--- config.mk ---
export PLATFORM = sky130hd
export DESIGN_NAME = truth_table_sequencer
export DESIGN_NICKNAME = d
export VERILOG_FILES = /design/src/rtl/truth_table_sequencer.sv
export SDC_FILE = /design/constraint.sdc
export NUM_CORES = 1
export LEC_CHECK = 0
export ABC_AREA = 1
export BUFFER_PORTS_ARGS = -buffer_cell sky130_fd_sc_hd__buf_4
export CORE_ASPECT_RATIO = 0.5
export CORE_MARGIN = 2
export CORE_UTILIZATION = 50
export DETAILED_ROUTE_END_ITERATION = 16
export GPL_ROUTABILITY_DRIVEN = 0
export PLACE_DENSITY = 0.75
export SYNTH_ARGS = -nofsm -noshare
export SYNTH_HDL_FRONTEND = slang
export SYNTH_SLANG_ARGS = --single-unit
--- constraint.sdc ---
create_clock -name clk -period 2.2 [get_ports clk]
set_clock_uncertainty 0.1 [all_clocks]
set_input_delay 0.44 -clock clk [delete_from_list [all_inputs] [get_ports clk]]
set_output_delay 0.44 -clock clk [all_outputs]
set_load 0.05 [all_outputs]
--- src/rtl/truth_table_sequencer.sv ---
// -----------------------------------------------------------------------------
// truth_table_sequencer
//
// Purpose
//   Exhaustively drives a combinational function block with N_IN inputs. Every
//   input vector from 0 to 2^N_IN-1 is applied in ascending order and held for
//   SETTLE+1 cycles. On the last of those cycles the block output f_in is
//   captured into a truth-table register and compared against a golden table.
//   A pass/fail summary is left on the outputs after each run.
//
// Ports
//   clk          in   1         rising-edge clock, the only clock
//   rst          in   1         synchronous reset, active-high
//   start        in   1         begin a run; accepted only while idle
//   expected     in   2^N_IN    golden table, bit i = expected f for vector i,
//                               latched when start is accepted
//   f_in         in   1         output of the function block under test
//   vec_out      out  N_IN      function inputs, vec_out[N_IN-1]=a ... [0]=d
//   busy         out  1         high from the start-accept edge until done
//   done         out  1         one-cycle pulse when the run completes
//   table_out    out  2^N_IN    captured table, bit i = f_in seen for vector i
//   err_count    out  N_IN+1    number of vectors where f_in != expected bit
//   match        out  1         err_count==0; valid with done, held until the
//                               next accepted start
//   first_fail   out  N_IN      lowest failing vector index, 0 if none
//   fail_seen    out  1         at least one mismatch in the current run
//   state_dbg_o  out  2         current FSM state (IDLE=0 WAIT=1 SAMPLE=2
//                               FINISH=3) for checkers and debug
//
// Handshake
//   start is a level sampled on the rising edge: a start seen in IDLE is
//   accepted on that edge, starts elsewhere are ignored. done is a single-cycle
//   pulse with no acknowledge; the summary outputs stay valid until the next
//   accepted start, so a consumer may read them any time after done.
// -----------------------------------------------------------------------------
module truth_table_sequencer #(
   parameter int N_IN   = 4,
   parameter int SETTLE = 2
) (
   input  logic                   clk,
   input  logic                   rst,
   input  logic                   start,
   input  logic [(1<<N_IN)-1:0]   expected,
   input  logic                   f_in,
   output logic [N_IN-1:0]        vec_out,
   output logic                   busy,
   output logic                   done,
   output logic [(1<<N_IN)-1:0]   table_out,
   output logic [N_IN:0]          err_count,
   output logic                   match,
   output logic [N_IN-1:0]        first_fail,
   output logic                   fail_seen,
   output logic [1:0]             state_dbg_o
);

   localparam int TBL_W = 1 << N_IN;

   // The wait counter only has to reach SETTLE-1; keep at least one bit so
   // SETTLE=1 still yields a legal vector.
   localparam int WAIT_W = (SETTLE > 1) ? $clog2(SETTLE) : 1;

   localparam logic [WAIT_W-1:0] WAIT_LAST = WAIT_W'(SETTLE - 1);
   localparam logic [N_IN-1:0]   VEC_LAST  = '1;

   typedef enum logic [1:0] {
      ST_IDLE   = 2'd0,
      ST_WAIT   = 2'd1,
      ST_SAMPLE = 2'd2,
      ST_FINISH = 2'd3
   } state_e;

   // ---------------------------------------------------------------------------
   // State and datapath registers
   // ---------------------------------------------------------------------------
   state_e              state_q, state_d;
   logic [N_IN-1:0]     vec_q, vec_d;
   logic [WAIT_W-1:0]   wait_q, wait_d;
   logic [TBL_W-1:0]    exp_q, exp_d;
   logic [TBL_W-1:0]    table_q, table_d;
   logic [N_IN:0]       err_q, err_d;
   logic                match_q, match_d;
   logic [N_IN-1:0]     ffail_q, ffail_d;
   logic                fseen_q, fseen_d;
   logic                busy_q, busy_d;

   // Mismatch between the block output and the latched golden bit for the
   // vector currently applied. Only meaningful in ST_SAMPLE.
   logic                sample_mismatch;

   assign sample_mismatch = (f_in != exp_q[vec_q]);

   always_ff @(posedge clk) begin
      if (rst) begin
         state_q <= ST_IDLE;
         vec_q   <= '0;
         wait_q  <= '0;
         exp_q   <= '0;
         table_q <= '0;
         err_q   <= '0;
         match_q <= 1'b0;
         ffail_q <= '0;
         fseen_q <= 1'b0;
         busy_q  <= 1'b0;
      end else begin
         state_q <= state_d;
         vec_q   <= vec_d;
         wait_q  <= wait_d;
         exp_q   <= exp_d;
         table_q <= table_d;
         err_q   <= err_d;
         match_q <= match_d;
         ffail_q <= ffail_d;
         fseen_q <= fseen_d;
         busy_q  <= busy_d;
      end
   end

   // ---------------------------------------------------------------------------
   // Next-state and datapath updates
   // ---------------------------------------------------------------------------
   always_comb begin
      state_d = state_q;
      vec_d   = vec_q;
      wait_d  = wait_q;
      exp_d   = exp_q;
      table_d = table_q;
      err_d   = err_q;
      match_d = match_q;
      ffail_d = ffail_q;
      fseen_d = fseen_q;
      busy_d  = busy_q;

      unique case (state_q)
         ST_IDLE: begin
            // Everything from the previous run is held here until a new
            // start clears the summary and latches a fresh golden table.
            if (start) begin
               vec_d   = '0;
               wait_d  = '0;
               table_d = '0;
               err_d   = '0;
               fseen_d = 1'b0;
               ffail_d = '0;
               match_d = 1'b0;
               exp_d   = expected;
               busy_d  = 1'b1;
               state_d = ST_WAIT;
            end
         end

         ST_WAIT: begin
            // Together with the SAMPLE cycle this holds each vector for
            // SETTLE+1 cycles before moving on.
            wait_d = wait_q + 1'b1;
            if (wait_q == WAIT_LAST) begin
               state_d = ST_SAMPLE;
            end
         end

         ST_SAMPLE: begin
            table_d[vec_q] = f_in;
            if (sample_mismatch) begin
               err_d = err_q + 1'b1;
               if (!fseen_q) begin
                  fseen_d = 1'b1;
                  ffail_d = vec_q;
               end
            end

            if (vec_q == VEC_LAST) begin
               // busy drops and match is resolved on the edge into FINISH so
               // both are already valid in the cycle done is asserted. The
               // vector stays at its final value rather than wrapping.
               busy_d  = 1'b0;
               match_d = (err_d == '0);
               state_d = ST_FINISH;
            end else begin
               vec_d   = vec_q + 1'b1;
               wait_d  = '0;
               state_d = ST_WAIT;
            end
         end

         ST_FINISH: begin
            // start seen here is ignored; a held start is picked up in IDLE
            // on the next edge, giving back-to-back runs.
            state_d = ST_IDLE;
         end

         default: begin
            state_d = ST_IDLE;
         end
      endcase
   end

   // ---------------------------------------------------------------------------
   // Outputs
   // ---------------------------------------------------------------------------
   assign vec_out     = vec_q;
   assign busy        = busy_q;
   assign done        = (state_q == ST_FINISH);
   assign table_out   = table_q;
   assign err_count   = err_q;
   assign match       = match_q;
   assign first_fail  = ffail_q;
   assign fail_seen   = fseen_q;
   assign state_dbg_o = state_q;

endmodule

Word level (Yosys, flattened, before mapping)
Cells that the tools add are included.

word-level totals
  register bits after elaboration = 51
  bits in latches = 0
  bits in writable memories = 0
  bits in read-only memories = 0
  bits of input ports = 20
  output and inout bits = 35
  memories = 0

operators by class
  $add $sub $neg = 3
  $mul = 0
  divide/modulo/power cells = 0
  magnitude comparators = 2
  equality and inequality tests = 11
  shift-type cells = 0
  muxes and demuxes = 31
  bitwise gates (word level) = 0
  reduce and logical (&&, ||, !) cells = 13

operator list
  cell                 count
  $pmux 16 s2          1
  $bwmux 16            1
  $mux 16              1
  $mux 4               4
  $pmux 4 s2           2
  $mux 5               3
  $ne 2x2->1 const B   6
  $reduce_and 3->1     4
  $pmux 5 s2           1
  $mux 1               8
  $pmux 2 s4           1
  $mux 2               3
  $pmux 1 s2           3
  $reduce_and 2->1     3
  $add 5x1->5 const B  1
  $logic_not 5->1      1
  $lt 4x5->1 const B   1
  $add 4x1->4 const B  1
  $bmux 1 s4           1
  $demux 1 s4          1
  $eq 2x2->1 const B   2
  $eq 4x4->1 const B   1
  $ge 4x1->1 const B   1
  $reduce_and 4->1     1
  8 further kinds      8

Longest topological paths before layout
Gate-level depths: netlist (run 1).

  depth after elaboration = 8
  depth in mapped cells = 15
  mapped depth without buffers = 15

Worst setup path after synthesis (run 1)
No wires, ideal clock.

  path type = flip-flop to flip-flop
  start = register vec_q[0] (netlist: vec_out[0])
  end = register ffail_q[0] (netlist: first_fail[0])
  data arrival time = 1.926 ns
  data required time = 1.971 ns
  setup slack = 0.045 ns
  stages on the path, launching flop included = 16
  buffers on the path = 0
  clock period less this slack = 2.155 ns
  path through = dfxtp_1 inv_2 nand2_1 nand3_1 nand2_1 nand2_1 nand2_2 inv_2 nand2_4 nand2_2 nand2_2 nor2_2 a21oi_4 nand2_1 o21ai_1 nor2_1

on the way
  word-level cells in the longest chain between the ends = 5

RTL lines
  what                               RTL line  RTL
  start: declaration                 76        logic [N_IN-1:0] vec_q, vec_d;
  start signal: assignment           106       vec_q <= vec_d;
  $bmux 1 s4                         90        assign sample_mismatch = (f_in != exp_q[vec_q]);
  $mux 1 (implied by the code)       90
  $ne 1x1->1                         90
  $ne 2x2->1 (no source line)        -
  $reduce_and 4->1 (no source line)  -
  end signal: assignment             112       ffail_q <= ffail_d;
  end: declaration                   82        logic [N_IN-1:0] ffail_q, ffail_d;

Several ways; a longest one is shown, not always the timed one. The select of a mux whose other input is x is not followed.
A chain may end at the register's enable or synchronous reset.

Worst setup path after layout (run 1)
  start = register vec_q[0] (netlist: vec_out[0])
  end = register ffail_q[1] (netlist: first_fail[1])

on the way
  word-level cells in the longest chain between the ends = 5

RTL lines
  what                               RTL line
  $bmux 1 s4                         90
  $mux 1 (implied by the code)       90
  $ne 1x1->1                         90
  $ne 2x2->1 (no source line)        -
  $reduce_and 4->1 (no source line)  -

No other way between the ends. The select of a mux whose other input is x is not followed.

==> results of run 1 <==
[sequential cells by signal (all words and copies together), names as in the netlist]
register and cells:
vec_out 4, fail_seen 1, state_dbg_o 2, err_count 5, busy 1, wait_q 1, first_fail 4, match 1
exp_q 16, table_out 16
[stage by stage]
| step | cell area [um2] | setup slack (ns) | utilization, % |
|---|---|---|---|
| 2_1_floorplan | 2420 | 0.0450 | - |
| 3_3_place_gp | 2880 | 0.285 | 63.6 |
| 3_5_place_dp | 2880 | 0.207 | 63.6 |
| 4_1_cts | 2970 | 0.187 | 65.5 |
| 5_1_grt | 2970 | 0.000566 | 65.5 |
| 6_report | 2970 | 0.166 | 65.5 |
[worst paths after layout]
kind | endpoint | startpoint | slack (ns) | depth (start not counted)
max | first_fail[1] | vec_out[0] | 0.17 | 14
min reg2reg | exp_q[2] | exp_q[2] | 0.36 | 2
max reg2reg | first_fail[1] | vec_out[0] | 0.17 | 14
min | exp_q[0] | expected[0] | 0.32 | 3
[cells in the mapped netlist, types with 2 or more instances]
library cell / instances / share of area (%)
sky130_fd_sc_hd__a21oi_1: 44 / 9.1
sky130_fd_sc_hd__inv_1: 32 / 5.0
sky130_fd_sc_hd__nand2_1: 64 / 9.9
sky130_fd_sc_hd__xor2_1: 2 / 0.72
sky130_fd_sc_hd__nor3_1: 7 / 1.4
sky130_fd_sc_hd__nand2_2: 7 / 1.8
sky130_fd_sc_hd__o21ai_0: 19 / 3.9
sky130_fd_sc_hd__nor2_2: 2 / 0.52
sky130_fd_sc_hd__dfxtp_1: 51 / 42
sky130_fd_sc_hd__nand3_1: 22 / 4.5
sky130_fd_sc_hd__ha_1: 5 / 2.6
sky130_fd_sc_hd__o211ai_1: 6 / 1.9
sky130_fd_sc_hd__a211oi_1: 8 / 2.5
sky130_fd_sc_hd__inv_2: 12 / 1.9
sky130_fd_sc_hd__clkbuf_1: 11 / 1.7
sky130_fd_sc_hd__nor2_1: 26 / 4.0
sky130_fd_sc_hd__nand2_4: 3 / 1.4
sky130_fd_sc_hd__o21ai_1: 3 / 0.62
[logic make-up after synthesis]
logic type,count (synthesis),synth area share (%)
DFF,51,42.2
buffers and inverters,57,9.20
xor gates and xnor gates,3,1.09
AOI/OAI and AO/OA,84,19.8
adders and majority gates,5,2.58
and+or+nand+nor,136,25.2
[where the power goes]
| group | internal, mW | total (mW) | switching, mW |
|---|---|---|---|
| combinational | 0.126 | 0.393 | 0.267 |
| sequential | 0.975 | 0.999 | 0.0242 |
| clock | 0.247 | 0.545 | 0.298 |
| total | 1.35 | 1.94 | 0.589 |
[routing by layer]
metal  share of wire [%]  track usage (%)
met5                   0                0
met4                0.70             5.78
met3                 6.1             5.94
met2                  43             36.4
met1                  50             33.3
[placed cells by master (no fill, tap or decap), types with 2 or more instances in the layout]
| cell type | n |
|---|---|
| sky130_fd_sc_hd__o211ai_1 | 6 |
| sky130_fd_sc_hd__a21oi_1 | 44 |
| sky130_fd_sc_hd__nand2_1 | 64 |
| sky130_fd_sc_hd__nand2_2 | 7 |
| sky130_fd_sc_hd__nand3_1 | 22 |
| sky130_fd_sc_hd__nand2_4 | 3 |
| sky130_fd_sc_hd__dfxtp_1 | 51 |
| sky130_fd_sc_hd__nor3_1 | 7 |
| sky130_fd_sc_hd__inv_1 | 32 |
| sky130_fd_sc_hd__nor2_1 | 26 |
| sky130_fd_sc_hd__a211oi_1 | 8 |
| sky130_fd_sc_hd__clkbuf_8 | 6 |
| sky130_fd_sc_hd__ha_1 | 5 |
| sky130_fd_sc_hd__xor2_1 | 2 |
| sky130_fd_sc_hd__buf_4 | 58 |
| sky130_fd_sc_hd__o21ai_0 | 19 |
| sky130_fd_sc_hd__inv_2 | 12 |
| sky130_fd_sc_hd__o21ai_1 | 3 |
| sky130_fd_sc_hd__nor2_2 | 2 |
[worst register-to-register path, delay by kind of cell, from the launching register on]
family,cells,cell delay [ns]
AND/OR/NAND/NOR,11,0.85
flip-flops,1,0.46
AO/OA/AOI/OAI,2,0.31
buffers and inverters,1,0.21
[layout make-up]
class / count / area, um2
well taps: 66 / 82.6
clock buffers: 6 / 82.6
clock inverters: 1 / 5.00
repair buffers: 58 / 435
multi-input cells: 228 / 1180
fillers: 424 / 1560
flip-flops and latches: 51 / 1020
inverters: 44 / 165
==> metrics, run 1 <==
result of the run completed; cell family with the largest share of critical-path delay simple AND/OR/NAND/NOR gates; Routed WL per cell about 13 um; Synth async-reset ratio 0%; Detailed Place HPWL 4400 um; total of flip-flops plus latches after synthesis about 50; Warnings, synthesis 0; Initial Util between 50 and 60%; number of input and output port buffers inserted 54; total power divided by cell area 652 nW/um2; die area around 5400 um2; endpoint required time on the critical path 2.29 ns; Peak supply drop 0.311 mV; cell occurring most often along the worst timing path sky130_fd_sc_hd__nand2_1; Critical path buffers and inverters 1; largest net degree at the start of global routing 50; CTS Buf Count 5; Power Total a little under 2 mW; total global routing overflow 0; CP max-delay cell sky130_fd_sc_hd__dfxtp_1; H-tree Lvls 2; Inst Count DP around 450; Tcrit/Tclk final ~92%; max-slew violation count 0; number of maximum-capacitance constraint violations 0; # setup viols final 0; Total Routed Length between 5000 and 6000 um; detailed-route vias per instance around 5.1; wire length of the first global-routing pass around 9800 um; Post-Syn Area approximately 2400 um2; Core Box Area approximately 4500 um2; worst path arrival time between 2 and 2.5 ns; total routing resource utilization after global routing a little under a quarter; cell at the root of the clock tree sky130_fd_sc_hd__clkbuf_8; clock tree from TritonCTS built; RSZ-0062 raised after global routing false; vias in the first global route approximately 2.1k; Synth Net Count between 300 and 400; relative slew slack roughly three fifths; maximum buffer depth of the clock tree 2; antenna violations before repair 0; post-CTS setup buffer count 0; clock period minus final worst setup slack 2.03 ns; width of the die slightly above 100 um; actual slew at the worst max-slew pin approximately 0.6 ns; peak fanout along the critical path 9; EDFF count, synth 0; count of unresolved DRC violations after routing 0; number of design-rule violations left by the first detailed-router iteration 77; timing-limited maximum frequency ~490 MHz; sequential area share after synthesis 42.2%; Unique masters post-synth 30; Chip Height between 50 and 60 um; Worst-path clk slew approximately 0.08 ns; tightest hold margin 0.323 ns; hold violation count in the final report 0; layout cell share with drive strength beyond 1 between 20% and 30%; leakage dissipation 1.31 nW; number of placed I/O pins 55; Post-Syn Instances around 340; Nets approximately 410; clock insertion delay at the later pin of the skew report about 0.30 ns; total number of vias about 2.3k; first-pass detailed-route iteration total 4; fin cells roughly 450; Startpoint Class flop; antenna cell count 0; Fin Setup TNS 0 ns; Worst Path Class, Setup flop to flop; Resize count post-CTS 0; crit end category flop; leading register cell type out of synthesis sky130_fd_sc_hd__dfxtp_1; number of rows in the core area 17; synthesis-to-layout area growth 22.6%; biggest cell delay along the critical path roughly 0.46 ns; cell breakdown of the critical path buf_4, nand2_1, nand3_1, nand2_1, nand2_1, nand2_2, nor2_4, nand2_2, nand2_2, nor2_2, a21oi_4, nand2_1, o21ai_1, nor2_1; clock sinks 51; hold buffers post-CTS 0; final antenna-violating net count 0; Hold Crit Class primary input to flop; Avg Cell Area, Syn just over 7 um2
No activity file was read; power rests on OpenSTA's default activity.
==> run 2, diff against run 1 <==
--- a/config.mk
+++ b/config.mk
@@ -7,12 +7,15 @@
 export LEC_CHECK = 0
 export ABC_AREA = 1
 export BUFFER_PORTS_ARGS = -buffer_cell sky130_fd_sc_hd__buf_4
+export CELL_PAD_IN_SITES_DETAIL_PLACEMENT = 0
+export CELL_PAD_IN_SITES_GLOBAL_PLACEMENT = 2
 export CORE_ASPECT_RATIO = 0.5
 export CORE_MARGIN = 2
-export CORE_UTILIZATION = 50
+export CORE_UTILIZATION = 29
+export CTS_CLUSTER_SIZE = 12
 export DETAILED_ROUTE_END_ITERATION = 16
 export GPL_ROUTABILITY_DRIVEN = 0
-export PLACE_DENSITY = 0.75
+export PLACE_DENSITY_LB_ADDON = 0.1
 export SYNTH_ARGS = -nofsm -noshare
 export SYNTH_HDL_FRONTEND = slang
 export SYNTH_SLANG_ARGS = --single-unit
==> metrics, run 2 (same netlist as run 1, synthesis figures left out) <==
width of the die roughly 130 um; Critical path buffers and inverters 3; CTS Buf Count 5; clock insertion delay at the later pin of the skew report 0.29 ns; Util after Layout about two fifths; timing-limited maximum frequency a little over 500 MHz; CP max-delay cell sky130_fd_sc_hd__dfxtp_1; hold violation count in the final report 0; switching power as a share of total power between 20 and 30%; post-route worst setup slack 0.236 ns; layout cell share with drive strength beyond 1 between 20 and 25%; total stage count of the critical path 15; Worst Path Class, Setup flop to flop; total global routing overflow 0; Initial Util 30.0%; Tcrit/Tclk final around 89%; post-route standard cell area excluding fillers approximately 3100 um2; Fin Setup TNS 0 ns; internal power contribution approximately 1.5 mW; leakage dissipation between 1 and 1.5 nW; detailed-route vias per instance around 4.7; maximum buffer depth of the clock tree 2; cell breakdown of the critical path buf_6, buf_4, nand3_1, nand2_1, nand2_1, nand2_2, inv_2, nand2_4, nand2_2, nand2_2, nor2_2, a21oi_4, nand2_1, o21ai_1, nor2_1; number of design-rule violations left by the first detailed-router iteration just over 80; crit end category flop; largest net degree at the start of global routing 50; post-CTS setup buffer count 0; total power divided by cell area 694 nW/um2; fin cells approximately 510; biggest cell delay along the critical path roughly 0.36 ns; first-pass detailed-route iteration total 4; synthesis-to-layout area growth 29.0%; die area 9140 um2; Filler Cells Inserted slightly below 900; count of cells along the worst hold path 3; worst path arrival time roughly 2 ns; actual slew at the worst max-slew pin approximately 0.56 ns; tightest hold margin between 0.3 and 0.4 ns; vias in the first global route around 2.1k; Core Box Area 8060 um2; Peak supply drop between 0.3 and 0.4 mV; Total Routed Length 6920 um; clock tree from TritonCTS built; number of maximum-capacitance constraint violations 0; # setup viols final 0; cell at the root of the clock tree sky130_fd_sc_hd__clkbuf_16; Worst-path clk slew 0.07 ns; sequential power share 46.1%; Chip Height roughly 70 um; peak fanout along the critical path 8; count of unresolved DRC violations after routing 0; Detailed Place HPWL 4990 um; endpoint required time on the critical path about 2.3 ns; result of the run completed; RSZ-0062 raised after global routing false; commonest cells after routing, fill and taps aside 64 x sky130_fd_sc_hd__nand2_1, 60 x sky130_fd_sc_hd__buf_4, 49 x sky130_fd_sc_hd__dfxtp_1, 44 x sky130_fd_sc_hd__a21oi_1, 32 x sky130_fd_sc_hd__inv_1; Power Total 2.17 mW; cell area reported after detailed placement between 2000 and 3000 um2; max-slew violation count 0; worst reg2reg path depth 15; fraction of power consumed by combinational cells a little under a fifth; number of rows in the core area 23; cell family with the largest share of critical-path delay simple AND/OR/NAND/NOR gates; clock sinks slightly above 50; total number of vias approximately 2.4k; worst setup timing slack at the placement stage 0.104 ns; total routing resource utilization after global routing between 10% and 20%; leading cell type in the layout, fill and taps excluded sky130_fd_sc_hd__nand2_1; relative slew slack between 60% and 70%; wire length of the first global-routing pass approximately 11000 um; number of placed I/O pins 55; clock period minus final worst setup slack ~2.0 ns; antenna cell count 0; Hold Crit Class primary input to flop; antenna violations before repair 0; Startpoint Class flop; Nets ~420; final antenna-violating net count 0; clock network fraction of design power roughly a third; setup slack, reg-to-reg approximately 0.24 ns; H-tree Lvls 2; Routed WL per cell 13.7 um; number of input and output port buffers inserted 54; Inst Count DP a little under 500; switching power summed over all nets about 0.64 mW
-- run 2: routing by layer --
layer	vias to the layer above	track usage [%]	part of all wire (%)
li1	1222	-	-
met1	1083	22.6	52
met2	53	24.0	41
met3	7	4.02	5.5
met4	0	5.19	1.1
met5	-	0	0
-- run 2: power by group through the flow --
stage               Combinational, mW  Clock (mW)  Sequential (mW)
floorplan                       0.225           0             1.08
global placement                0.405           0             1.02
detailed placement              0.408           0             1.02
CTS                             0.409       0.797            0.998
global route                    0.456       0.824             1.00
finish                          0.406       0.764            0.998
-- run 2: final cells by class --
cell class                 instances  area, um2  share of cell area, %
multi-input combinational        228       1180                   37.7
sequential                        51       1030                   32.8
timing repair buffer              62        473                   15.1
inverter                          44        170                   5.45
tap                              112        140                   4.49
clock buffer                       7        133                   4.25
clock inverter                     1       5.00                  0.160
-- run 2: final timing paths --
path,start,end
setup / recovery,vec_out[1],first_fail[1]
hold / removal,expected[3],exp_q[3]
setup reg to reg,vec_out[1],first_fail[1]
hold reg to reg,exp_q[7],exp_q[7]
-- run 2: worst reg2reg max path, stage by stage, from the launching register on --
cell	delay, ns
sky130_fd_sc_hd__dfxtp_1	0.36
sky130_fd_sc_hd__buf_6	0.14
sky130_fd_sc_hd__buf_4	0.14
sky130_fd_sc_hd__nand3_1	0.08
sky130_fd_sc_hd__nand2_1	0.07
sky130_fd_sc_hd__nand2_1	0.06
sky130_fd_sc_hd__nand2_2	0.13
sky130_fd_sc_hd__inv_2	0.06
sky130_fd_sc_hd__nand2_4	0.08
sky130_fd_sc_hd__nand2_2	0.06
sky130_fd_sc_hd__nand2_2	0.08
sky130_fd_sc_hd__nor2_2	0.06
sky130_fd_sc_hd__a21oi_4	0.25
sky130_fd_sc_hd__nand2_1	0.07
sky130_fd_sc_hd__o21ai_1	0.08
sky130_fd_sc_hd__nor2_1	0.05
-- run 2: repair_timing --
| item | 4_1_cts | 5_1_grt |
|---|---|---|
| endpoints found under the hold margin | 0 | 0 |
| resized for setup | 0 | 7 |
| endpoints found under the setup margin | 0 | 6 |
| hold buffers | 0 | 0 |
==> run 3, diff against run 2 <==
--- a/config.mk
+++ b/config.mk
@@ -11,11 +11,13 @@
 export CELL_PAD_IN_SITES_GLOBAL_PLACEMENT = 2
 export CORE_ASPECT_RATIO = 0.5
 export CORE_MARGIN = 2
-export CORE_UTILIZATION = 29
+export CORE_UTILIZATION = 31
+export CTS_BUF_LIST = sky130_fd_sc_hd__clkbuf_8
 export CTS_CLUSTER_SIZE = 12
 export DETAILED_ROUTE_END_ITERATION = 16
 export GPL_ROUTABILITY_DRIVEN = 0
 export PLACE_DENSITY_LB_ADDON = 0.1
+export SLEW_MARGIN = 20
 export SYNTH_ARGS = -nofsm -noshare
 export SYNTH_HDL_FRONTEND = slang
 export SYNTH_SLANG_ARGS = --single-unit
==> metrics, run 3 (same netlist as run 1, synthesis figures left out) <==
wire length of the first global-routing pass approximately 11000 um; number of placed I/O pins 55; post-CTS setup buffer count 0; total global routing overflow 0; leakage dissipation ~1.3 nW; clock period minus final worst setup slack around 2 ns; clock tree from TritonCTS built; result of the run completed; commonest cells after routing, fill and taps aside 64 x sky130_fd_sc_hd__nand2_1, 60 x sky130_fd_sc_hd__buf_4, 50 x sky130_fd_sc_hd__dfxtp_1, 44 x sky130_fd_sc_hd__a21oi_1, 33 x sky130_fd_sc_hd__inv_1; Inst Count DP ~500; Routed WL per cell about 13 um; Peak supply drop about 0.3 mV; peak fanout along the critical path 9; biggest cell delay along the critical path 0.41 ns; die area about 8600 um2; endpoint required time on the critical path ~2.3 ns; Fin Setup TNS 0 ns; Initial Util about a third; total number of vias approximately 2.3k; cell at the root of the clock tree sky130_fd_sc_hd__clkbuf_8; tightest hold margin 0.303 ns; maximum buffer depth of the clock tree 2; first-pass detailed-route iteration total 5; crit end category flop; clock sinks 51; largest net degree at the start of global routing 50; Tcrit/Tclk final 90.7%; cell occurring most often along the worst timing path sky130_fd_sc_hd__nand2_1; antenna cell count 0; Detailed Place HPWL slightly below 5000 um; clock insertion delay at the later pin of the skew report about 0.31 ns; layout cell share with drive strength beyond 1 roughly 25%; # setup viols final 0; Nets 416; Util after Layout between 40% and 50%; total power divided by cell area around 670 nW/um2; hold violation count in the final report 0; number of input and output port buffers inserted between 50 and 60; timing-limited maximum frequency 501 MHz; cell breakdown of the critical path buf_4, nand2_1, nand3_1, nand2_1, nand2_1, nand2_2, nor2_4, nand2_2, nand2_2, nor2_2, a21oi_4, nand2_1, o21ai_1, nor2_1; CTS Buf Count 5; number of design-rule violations left by the first detailed-router iteration roughly 130; hold buffers post-CTS 0; actual slew at the worst max-slew pin 0.450 ns; leading cell type in the layout, fill and taps excluded sky130_fd_sc_hd__nand2_1; Worst Path Class, Setup flop to flop; Core Box Area between 7000 and 8000 um2; synthesis-to-layout area growth 26.9%; number of rows in the core area 22; detailed-route vias per instance ~4.7; relative slew slack between 60% and 70%; Resize count post-CTS 0; RSZ-0062 raised after global routing false; number of maximum-capacitance constraint violations 0; worst path arrival time ~2.1 ns; CP max-delay cell sky130_fd_sc_hd__dfxtp_2; max-slew violation count 0; vias in the first global route about 2.2k; Startpoint Class flop; fin cells ~500; count of unresolved DRC violations after routing 0; Worst-path clk slew ~0.090 ns; Total Routed Length 6500 um; antenna violations before repair 0; H-tree Lvls 2; Hold Crit Class primary input to flop; width of the die about 130 um; total routing resource utilization after global routing 16.2%; final antenna-violating net count 0; Chip Height 66.5 um
[run 3: changes by cell type in the layout (fill, tap and decap cells not counted), sizes merged]
cell    delta
bufinv     +1
clkinv     -1
clkbuf     -2
buf        -1
inv        +1
[run 3: power breakdown]
group / internal, mW / leakage, nW / total (mW) / switching [mW]
Combinational: 0.132 / 0.869 / 0.399 / 0.268
Clock: 0.330 / 0.0554 / 0.652 / 0.322
Sequential: 0.975 / 0.417 / 0.998 / 0.0235
[run 3: metrics by stage]
step / power (mW) / setup WS [ns] / cell area, um2
global route: 2.18 / 0.00330 / 3070
global placement: 1.42 / 0.192 / 2970
detailed placement: 1.42 / 0.110 / 2970
floorplan: 1.30 / 0.0450 / 2420
CTS: 2.09 / 0.102 / 3070
finish: 2.05 / 0.204 / 3070
[run 3: path summary, 6_finish.rpt]
path / from / to / slack (ns) / depth (start not counted)
min reg2reg: exp_q[1] / exp_q[1] / 0.36 / 2
max: vec_out[0] / first_fail[0] / 0.20 / 14
min: expected[4] / exp_q[4] / 0.30 / 3
max reg2reg: vec_out[0] / first_fail[0] / 0.20 / 14
[run 3: cell type report]
| cell class | count | area [um2] |
|---|---|---|
| multi-input combinational | 228 | 1180 |
| tap | 108 | 135 |
| inverter | 44 | 165 |
| timing repair buffer | 61 | 470 |
| clock inverter | 2 | 33.8 |
| clock buffer | 5 | 68.8 |
| fill | 793 | 4390 |
| sequential | 51 | 1020 |
[run 3: metal layers]
layer / global-route usage (%) / part of all wire, % / vias to the layer above
met4: 4.21 / 0.92 / 0
met5: 0 / 0 / -
met1: 22.8 / 53 / 1065
met2: 24.4 / 41 / 57
li1: - / - / 1212
met3: 4.42 / 5.0 / 6
[run 3: worst max-delay path: cells and delay by family (launching register included)]
family                 cells  cell delay [ns]
and+or+nand+nor           11             0.86
DFF                        1             0.41
AOI/OAI and AO/OA          2             0.32
buffers and inverters      1             0.19
